File: config.mk
export PLATFORM = sky130hd
export DESIGN_NAME = wallace_mult_arbiter
export DESIGN_NICKNAME = d
export VERILOG_FILES = /design/src/rtl/wallace_arb_pkg.sv /design/src/rtl/wallace_multiplier_16bit.sv /design/src/rtl/wallace_rr_arbiter.sv /design/src/rtl/wallace_mult_arbiter.sv
export SDC_FILE = /design/constraint.sdc
export NUM_CORES = 1
export LEC_CHECK = 0
export CORE_MARGIN = 1
export CORE_UTILIZATION = 55
export CTS_CLUSTER_DIAMETER = 60
export DETAILED_ROUTE_END_ITERATION = 10
export PLACE_DENSITY = 0.8
export SLEW_MARGIN = 10
export SYNTH_ARGS = -nofsm -noshare
export SYNTH_HDL_FRONTEND = slang
export SYNTH_HIERARCHICAL = 1
export SYNTH_SLANG_ARGS = --single-unit
File: constraint.sdc
create_clock -name clock -period 19.9 [get_ports clock]
set_input_delay 1.99 -clock clock [delete_from_list [all_inputs] [get_ports clock]]
set_output_delay 1.99 -clock clock [all_outputs]
set_load 0.05 [all_outputs]
File: src/rtl/wallace_arb_pkg.sv
// Shared widths, default pipeline depth and FSM state type for the
// round-robin multiplier arbiter.
package wallace_arb_pkg;

  localparam int unsigned OP_W        = 16;
  localparam int unsigned RES_W       = 32;
  localparam int unsigned LATENCY_DEF = 4;

  typedef enum logic [1:0] {
    ST_IDLE  = 2'd0,
    ST_RUN   = 2'd1,
    ST_DRAIN = 2'd2
  } arb_state_e;

endpackage

File: src/rtl/wallace_multiplier_16bit.sv
// Unsigned 16x16 multiplier with a LATENCY-deep result pipeline.
// Ports: clock; a_i, b_i operands; p_o product, valid LATENCY cycles after
// the operands are presented. The pipeline has no reset: results are
// qualified by the caller's own valid tags.
module wallace_multiplier_16bit
  import wallace_arb_pkg::*;
#(
  parameter int unsigned LATENCY = LATENCY_DEF
) (
  input  logic             clock,
  input  logic [OP_W-1:0]  a_i,
  input  logic [OP_W-1:0]  b_i,
  output logic [RES_W-1:0] p_o
);

  logic [RES_W-1:0] prod_c;
  logic [RES_W-1:0] pipe_q [LATENCY];

  assign prod_c = RES_W'(a_i) * RES_W'(b_i);

  // Product pipeline; stage 0 captures the accept-cycle product.
  always_ff @(posedge clock) begin
    pipe_q[0] <= prod_c;
    for (int unsigned i = 1; i < LATENCY; i++) begin
      pipe_q[i] <= pipe_q[i-1];
    end
  end

  assign p_o = pipe_q[LATENCY-1];

endmodule

File: src/rtl/wallace_rr_arbiter.sv
// Round-robin grant and pointer for the shared multiplier.
// Ports: clock, reset_n; en_i allows granting; req_i request vector;
// gnt_o one-hot grant; gnt_id_o granted index; accept_o any grant.
// After a grant to i the search starts at (i+1) mod NUM_REQ; otherwise the
// pointer holds.
module wallace_rr_arbiter #(
  parameter  int unsigned NUM_REQ = 4,
  localparam int unsigned ID_W    = $clog2(NUM_REQ)
) (
  input  logic               clock,
  input  logic               reset_n,
  input  logic               en_i,
  input  logic [NUM_REQ-1:0] req_i,
  output logic [NUM_REQ-1:0] gnt_o,
  output logic [ID_W-1:0]    gnt_id_o,
  output logic               accept_o
);

  logic [ID_W-1:0] ptr_q, ptr_d;
  int unsigned     scan;
  logic [ID_W-1:0] scan_id;

  // First requester at or after the pointer, wrapping.
  always_comb begin
    gnt_o    = '0;
    gnt_id_o = '0;
    accept_o = 1'b0;
    scan     = 0;
    scan_id  = '0;
    for (int unsigned k = 0; k < NUM_REQ; k++) begin
      scan = 32'(ptr_q) + k;
      if (scan >= NUM_REQ) scan = scan - NUM_REQ;
      scan_id = ID_W'(scan);
      if (!accept_o && en_i && req_i[scan_id]) begin
        gnt_o[scan_id] = 1'b1;
        gnt_id_o       = scan_id;
        accept_o       = 1'b1;
      end
    end
  end

  always_comb begin
    ptr_d = ptr_q;
    if (accept_o) begin
      ptr_d = (gnt_id_o == ID_W'(NUM_REQ - 1)) ? '0 : gnt_id_o + ID_W'(1);
    end
  end

  always_ff @(posedge clock or negedge reset_n) begin
    if (!reset_n) ptr_q <= '0;
    else          ptr_q <= ptr_d;
  end

endmodule

File: src/rtl/wallace_mult_arbiter.sv
// Shares one pipelined 16x16 multiplier among NUM_REQ requesters.
// Ports: clock, reset_n (async, active-low); arb_en grant enable / drain;
// req_valid/req_ready per-requester handshake (ready is combinational);
// req_a/req_b operands; rsp_valid one-hot result strobe with rsp_p/rsp_id
// on a shared bus; busy while ops are in flight or the FSM is not IDLE.
// Optional: define WALLACE_ARB_PERF_EN to add perf_ops, a saturating count
// of accepted operations.
module wallace_mult_arbiter
  import wallace_arb_pkg::*;
#(
  parameter  int unsigned NUM_REQ = 4,
  parameter  int unsigned LATENCY = LATENCY_DEF,
  localparam int unsigned ID_W    = $clog2(NUM_REQ)
) (
  input  logic                          clock,
  input  logic                          reset_n,
  input  logic                          arb_en,
  input  logic [NUM_REQ-1:0]            req_valid,
  output logic [NUM_REQ-1:0]            req_ready,
  input  logic [NUM_REQ-1:0][OP_W-1:0]  req_a,
  input  logic [NUM_REQ-1:0][OP_W-1:0]  req_b,
  output logic [NUM_REQ-1:0]            rsp_valid,
  output logic [RES_W-1:0]              rsp_p,
  output logic [ID_W-1:0]               rsp_id,
  output logic                          busy
`ifdef WALLACE_ARB_PERF_EN
  ,
  output logic [31:0]                   perf_ops
`endif
);

  localparam int unsigned CNT_W = $clog2(LATENCY + 1);

  arb_state_e                   state_q, state_d;
  logic [CNT_W-1:0]             cnt_q, cnt_d;
  logic [LATENCY-1:0]           tag_vld_q, tag_vld_d;
  logic [LATENCY-1:0][ID_W-1:0] tag_id_q, tag_id_d;
  logic                         grant_en;
  logic                         accept;
  logic                         retire;
  logic [ID_W-1:0]              gnt_id;
  logic [OP_W-1:0]              op_a, op_b;
  logic [RES_W-1:0]             mult_p;

  // FSM state register.
  always_ff @(posedge clock or negedge reset_n) begin
    if (!reset_n) state_q <= ST_IDLE;
    else          state_q <= state_d;
  end

  // FSM next state; re-enabling during drain resumes granting at once.
  always_comb begin
    state_d = state_q;
    unique case (state_q)
      ST_IDLE:  if (arb_en) state_d = ST_RUN;
      ST_RUN:   if (!arb_en) state_d = ST_DRAIN;
      ST_DRAIN: begin
        if (arb_en)            state_d = ST_RUN;
        else if (cnt_q == '0)  state_d = ST_IDLE;
      end
      default:  state_d = ST_IDLE;
    endcase
  end

  // FSM outputs.
  always_comb begin
    grant_en = (state_q == ST_RUN);
    busy     = (state_q != ST_IDLE) || (cnt_q != '0);
  end

  wallace_rr_arbiter #(.NUM_REQ(NUM_REQ)) u_rr (
    .clock    (clock),
    .reset_n  (reset_n),
    .en_i     (grant_en),
    .req_i    (req_valid),
    .gnt_o    (req_ready),
    .gnt_id_o (gnt_id),
    .accept_o (accept)
  );

  // Idle cycles feed zeros so the datapath does not toggle.
  assign op_a = accept ? req_a[gnt_id] : '0;
  assign op_b = accept ? req_b[gnt_id] : '0;

  wallace_multiplier_16bit #(.LATENCY(LATENCY)) u_mult (
    .clock (clock),
    .a_i   (op_a),
    .b_i   (op_b),
    .p_o   (mult_p)
  );

  assign retire = tag_vld_q[LATENCY-1];

  // Tag shift register mirrors the multiplier pipeline; in-flight count.
  always_comb begin
    tag_vld_d[0] = accept;
    tag_id_d[0]  = gnt_id;
    for (int unsigned i = 1; i < LATENCY; i++) begin
      tag_vld_d[i] = tag_vld_q[i-1];
      tag_id_d[i]  = tag_id_q[i-1];
    end
    cnt_d = cnt_q;
    if (accept && !retire)      cnt_d = cnt_q + CNT_W'(1);
    else if (!accept && retire) cnt_d = cnt_q - CNT_W'(1);
  end

  always_ff @(posedge clock or negedge reset_n) begin
    if (!reset_n) begin
      tag_vld_q <= '0;
      tag_id_q  <= '0;
      cnt_q     <= '0;
    end else begin
      tag_vld_q <= tag_vld_d;
      tag_id_q  <= tag_id_d;
      cnt_q     <= cnt_d;
    end
  end

  // Result bus is qualified by the tag valid bit, held at zero otherwise.
  always_comb begin
    for (int unsigned i = 0; i < NUM_REQ; i++) begin
      rsp_valid[i] = retire && (tag_id_q[LATENCY-1] == ID_W'(i));
    end
    rsp_id = retire ? tag_id_q[LATENCY-1] : '0;
    rsp_p  = retire ? mult_p : '0;
  end

`ifdef WALLACE_ARB_PERF_EN
  logic [31:0] perf_q, perf_d;

  always_comb begin
    perf_d = perf_q;
    if (accept && (perf_q != '1)) perf_d = perf_q + 32'd1;
  end

  always_ff @(posedge clock or negedge reset_n) begin
    if (!reset_n) perf_q <= '0;
    else          perf_q <= perf_d;
  end

  assign perf_ops = perf_q;
`endif

endmodule

Yosys cells after proc, flatten, opt, wreduce, memory -nomap -nowiden
Memories as Yosys holds them, arrays and structs flattened.
Cells that the tools add are included.
{ "totals": {"reg_bits": 19, "mem_count": 1, "ram_bits": 128, "wordCells": 123, "out_inout_bits": 43, "inputBits": 135} }
{ "classes": {"mux": 48, "magnitude_cmp": 13, "multipliers": 1, "n_addsub": 10, "bitwise": 3, "reduce_logical": 30, "eq_ne": 9} }
{ "mem_list": {"columns": ["name", "words", "width", "rd", "rd_ports_with_merged_regs", "wr", "line_no", "source"], "rows": [
  ["u_mult.pipe_q", 4, 32, 4, 0, 4, "wallace_multiplier_16bit.sv:17", "logic [RES_W-1:0] pipe_q [LATENCY];"]
]} }
{ "op_table": {"columns": ["cell", "n"], "rows": [
  ["16-bit binary-select mux with 2-bit select", 2],
  ["16-bit two-way mux", 4],
  ["16-bit by 16-bit multiplier with 32-bit output", 1],
  ["32-bit two-way mux", 1],
  ["2-bit two-way mux", 14],
  ["1-bit logical AND", 17],
  ["4-bit two-way mux", 4],
  ["2-bit by 3-bit less-than comparator with 1-bit output, second input constant", 5],
  ["1-bit two-way mux", 12],
  ["4-bit OR", 3],
  ["3-bit >= comparator, second input constant", 3],
  ["1-bit binary-select mux with 2-bit select", 4],
  ["1-bit demux with 2-bit select", 4],
  ["2-bit equality test, second input constant", 4],
  ["2-bit by 1-bit >= comparator with 1-bit output, second input constant", 4],
  ["2-bit by 1-bit subtractor with 2-bit output, second input constant", 4],
  ["2-bit by 2-bit adder with 3-bit output, second input constant", 2],
  ["3-bit two-way mux", 2],
  ["2-bit case mux with 3 select lines", 1],
  ["1-bit zero test", 5],
  ["2-bit by 1-bit equality test with 1-bit output, second input constant", 2],
  ["2-bit zero test", 2],
  ["2-bit != test, second input constant", 2],
  ["2-bit nonzero test", 2],
  ["10 further kinds", 10]
]} }

Depth between registers and ports, before layout
{ "logic_depth": {"depth_word": 22, "depth_mapped": 34, "depth_no_buf": 28} }

Hierarchy
Netlist, hierarchy kept.
{ "by_module_without_submodules": {"columns": ["module", "seq_area_each_um2", "instances", "cells_per_inst", "area_each_um2"], "rows": [
  ["wallace_multiplier_16bit", 2562.5, 1, 1124, 11125.7],
  ["wallace_mult_arbiter", 425.4, 1, 148, 1823.0],
  ["wallace_rr_arbiter", 50.0, 1, 71, 633.1]
]} }

Least setup slack after synthesis
OpenSTA, ideal clock, no wires.
{ "synth_path": {"kind": "input -> register", "startpoint": "in req_valid[0]", "endpoint": "mem u_mult.pipe_q[0][29]", "path_buffers": 3, "setup_ns": 0.059, "arrival_ns": 9.102, "t_required_ns": 19.841, "setup_slack_ns": 10.740, "path_stages": 29, "cell_sequence": "mux4_2 -> nor2b_1 -> o2111a_1 -> or2_1 -> buf_6 -> buf_12 -> mux4_2 -> and2_1 -> clkbuf_1 -> nand2_1 -> fa_1 -> inv_1 -> fa_1 -> inv_1 -> fa_1 -> inv_1 -> fa_1 -> fa_1 -> inv_1 -> fa_1 -> inv_1 -> ha_1 -> and2_1 -> and3_1 -> a221oi_1 -> a21oi_1 -> o21a_1 -> nor3_1 -> o211a_1"} }
{ "synth_lines": {"columns": ["element", "line_no", "source"], "rows": [
  ["start: declaration", "wallace_mult_arbiter.sv:18", "input logic [NUM_REQ-1:0] req_valid,"],
  ["end: declaration", "wallace_multiplier_16bit.sv:17", null]
]} }

==> metrics.txt <==
status finished clean; Rel. slew slack 0.255; detailed placement HPWL between 20 and 25 mm; commonest cells in the netlist inv_1 (231), fa_1 (195), and2_1 (191); share of post-route cells with drive strength above 1 0.0507; Worst EP required between 20 and 25 ns; post-CTS setup buffers 0; count leader, synth inv_1; die height 159 um; post-synth top area cell fa_1; IO Pins 178; Worst Path Arrival between 10 and 15 ns; max-cap violations 0; # rows 57; Die ar. roughly 0.025 sq mm; fin nets roughly 1,900; internal reg-to-reg setup slack slightly below 10 ns; ANT cells 0; final WL between 30 and 40 mm; Reg2Reg Depth 27; number of port buffers approximately 180; worst-skew pair later-pin latency roughly 0.43 ns; final-report max-slew violation count 0; Synth area leaders fa_1 (29%), dfxtp_1 (19%), ha_1 (10%); Synth Area in Compound Gates 0.0533; post-route minimum period 10.58 ns; worst slew pin tran between 1 and 1.5 ns; Post-synth EDFFs 0; Synth Area in Simple Gates 0.163; Core Footprint approximately 0.024 sq mm; HP Class register to register; Max Fclk roughly 95 MHz; min-delay src u_mult/pipe_q[1][16]; Synth cell types 57; largest family of logic cells by synthesized area adder cells; Num CTS Buffers 17; number of nets with antenna violations after routing 0; vias in the first global route approximately 10,000; Leak between 7 and 8 nW; root buffer cell clkbuf_16; # hold bufs at CTS 0; CTS Sinks between 100 and 150; Clock Path Buffers 2; global-route wire length before repair slightly above 50 mm; Power Density 113 mW/mm^2; gr ovfl total 0; final hold violations 0; WL/cell 17.2 um; die width about 160 um; Vias ~10,000; RSZ-0062 raised after global routing no; mux share of post-synthesis cell area 0.0627; Synth Instances about 1,300; largest net degree at the start of global routing 37; Mean Syn Cell Area just over 10 sq um; Tcrit/Tclk final 0.531; global placement routability congestion 0.907; total track usage 0.257; total negative setup slack 0 ns; hold endpoint u_mult/pipe_q[2][16]; Synth Register Bits 147; H-tree depth 4; register area share after synthesis 0.224; Setup CP Type input pin to register; total power 1.83 mW; VDD IR-drop max 0.0000860 V; RR Endpoint u_mult/pipe_q[0][29]; clk slew on worst S/H paths 0.06 ns; Filler Cells Inserted about 1,900; Setup-failing EPs final 0; Pre-Repair DR Iteration Count 5; post-synthesis adder-cell area fraction 0.392; post-CTS sizing 0; DR iter-0 viols around 740; Startpoint Class input pin; CP endpoint kind register; Residual DRC 0; yosys warns 6; mapped cell area 0.0136 sq mm; Worst Hold Depth 0; number of vias per cell ~5.5; ys async rst share 0.129; Layout area overhead 18.6%; share of the synthesized area in the top cell type 0.287; Syn Nets ~1,800; Setup Skew slightly below 0.01 ns; xor/xnor share of the synthesized area 0.0213; CTS tree done; CP Max Fanout 33; initial antenna violation count 0; Initial Util 0.560; predominant post-synthesis flop cell dfxtp_1
## flip-flops by register name, summed over array words and instances, names as in the netlist, named ones only
name	flops
u_mult/pipe_q	128
tag_id_d	6
tag_vld_q	4
cnt_q	3
state_q	2
tag_id_q	2
u_rr/ptr_q	1
## power by group
group	internal, mW	total [mW]	switching, mW
Combinational	0.423	1.05	0.623
Sequential	0.402	0.442	0.0394
Clock	0.203	0.339	0.136
## cells by family (layout without fill, tap and decap cells)
family	count (synthesis)	count (layout)
XOR/XNOR	33	33
buffers and inverters	285	442
adder cells (fa/ha/maj)	308	308
multiplexers	39	39
AO/OA/AOI/OAI	106	106
flip-flops	147	147
AND/OR/NAND/NOR	425	425
## per-layer routing
| metal | GRT usage | share of wire | up-vias |
|---|---|---|---|
| met5 | 0 | 0 | - |
| met4 | 0.132 | 0.045 | 0 |
| met1 | 0.307 | 0.39 | 5008 |
| li1 | - | - | 4487 |
| met3 | 0.0349 | 0.047 | 102 |
| met2 | 0.453 | 0.52 | 384 |
## area by class of cell
type                            count  area [sq um]  share of cell area
Inverter                          231           867              0.0538
Clock inverter                     13           171              0.0106
Timing Repair Buffer              179          1790               0.111
Sequential cell                   147          3040               0.189
Tap cell                          324           405              0.0252
Multi-Input combinational cell    911          9390               0.583
Clock buffer                       19           443              0.0275
## cells in the final DEF, fill, tap and decap left out, types with 19 or more instances in the layout
cell             instances
inv_1                  231
o21ai_0                 20
a21oi_1                 33
nand2_1                158
ha_1                   113
nor2_1                  23
dfxtp_1                128
fa_1                   195
clkdlybuf4s50_1        177
mux4_2                  34
and2_1                 191
dfrtp_1                 19
xnor2_1                 25
## how the worst max path moves through the flow
stage | startpoint | endpoint | slack (ns) | cells after the start
3_5_place_dp | req_valid[2] | u_mult/pipe_q[0][29] | 8.92 | 26
6_report | req_valid[2] | u_mult/pipe_q[0][29] | 9.32 | 26
5_1_grt | req_valid[2] | u_mult/pipe_q[0][29] | 8.88 | 26
4_1_cts | req_valid[2] | u_mult/pipe_q[0][29] | 9.36 | 26
3_3_place_gp | req_valid[2] | u_mult/pipe_q[0][29] | 9.04 | 26
2_1_floorplan | req_valid[0] | u_mult/pipe_q[0][29] | 10.74 | 29
## per-stage QoR
stage	hold slack, ns	worst slack [ns]	area [sq um]	utilization	instances
after detailed placement	0.312	8.92	15500	0.639	1792
after floorplan	0.310	10.74	13600	-	1343
final	0.324	9.32	16100	0.664	1824
after global placement	0.310	9.04	15500	0.639	1792
after global routing	0.326	8.88	16100	0.664	1824
after CTS	0.324	9.36	16100	0.664	1824
## critical path, cell delays in order
cell,delay (ns)
clkdlybuf4s50_1,0.52
mux4_2,0.59
nor2b_1,0.22
o211a_1,0.20
or2_2,0.87
mux4_2,0.62
and2_1,0.42
and2_1,0.31
fa_1,0.54
inv_1,0.05
fa_1,0.47
inv_1,0.07
fa_1,0.51
fa_1,0.51
fa_1,0.49
inv_1,0.05
fa_1,0.47
inv_1,0.04
ha_1,0.34
and2_1,0.19
and3_1,0.21
a221oi_1,0.36
a21oi_1,0.18
o21a_1,0.23
nor3_1,0.27
o211a_1,0.20
(Power assumes the default switching activity.)
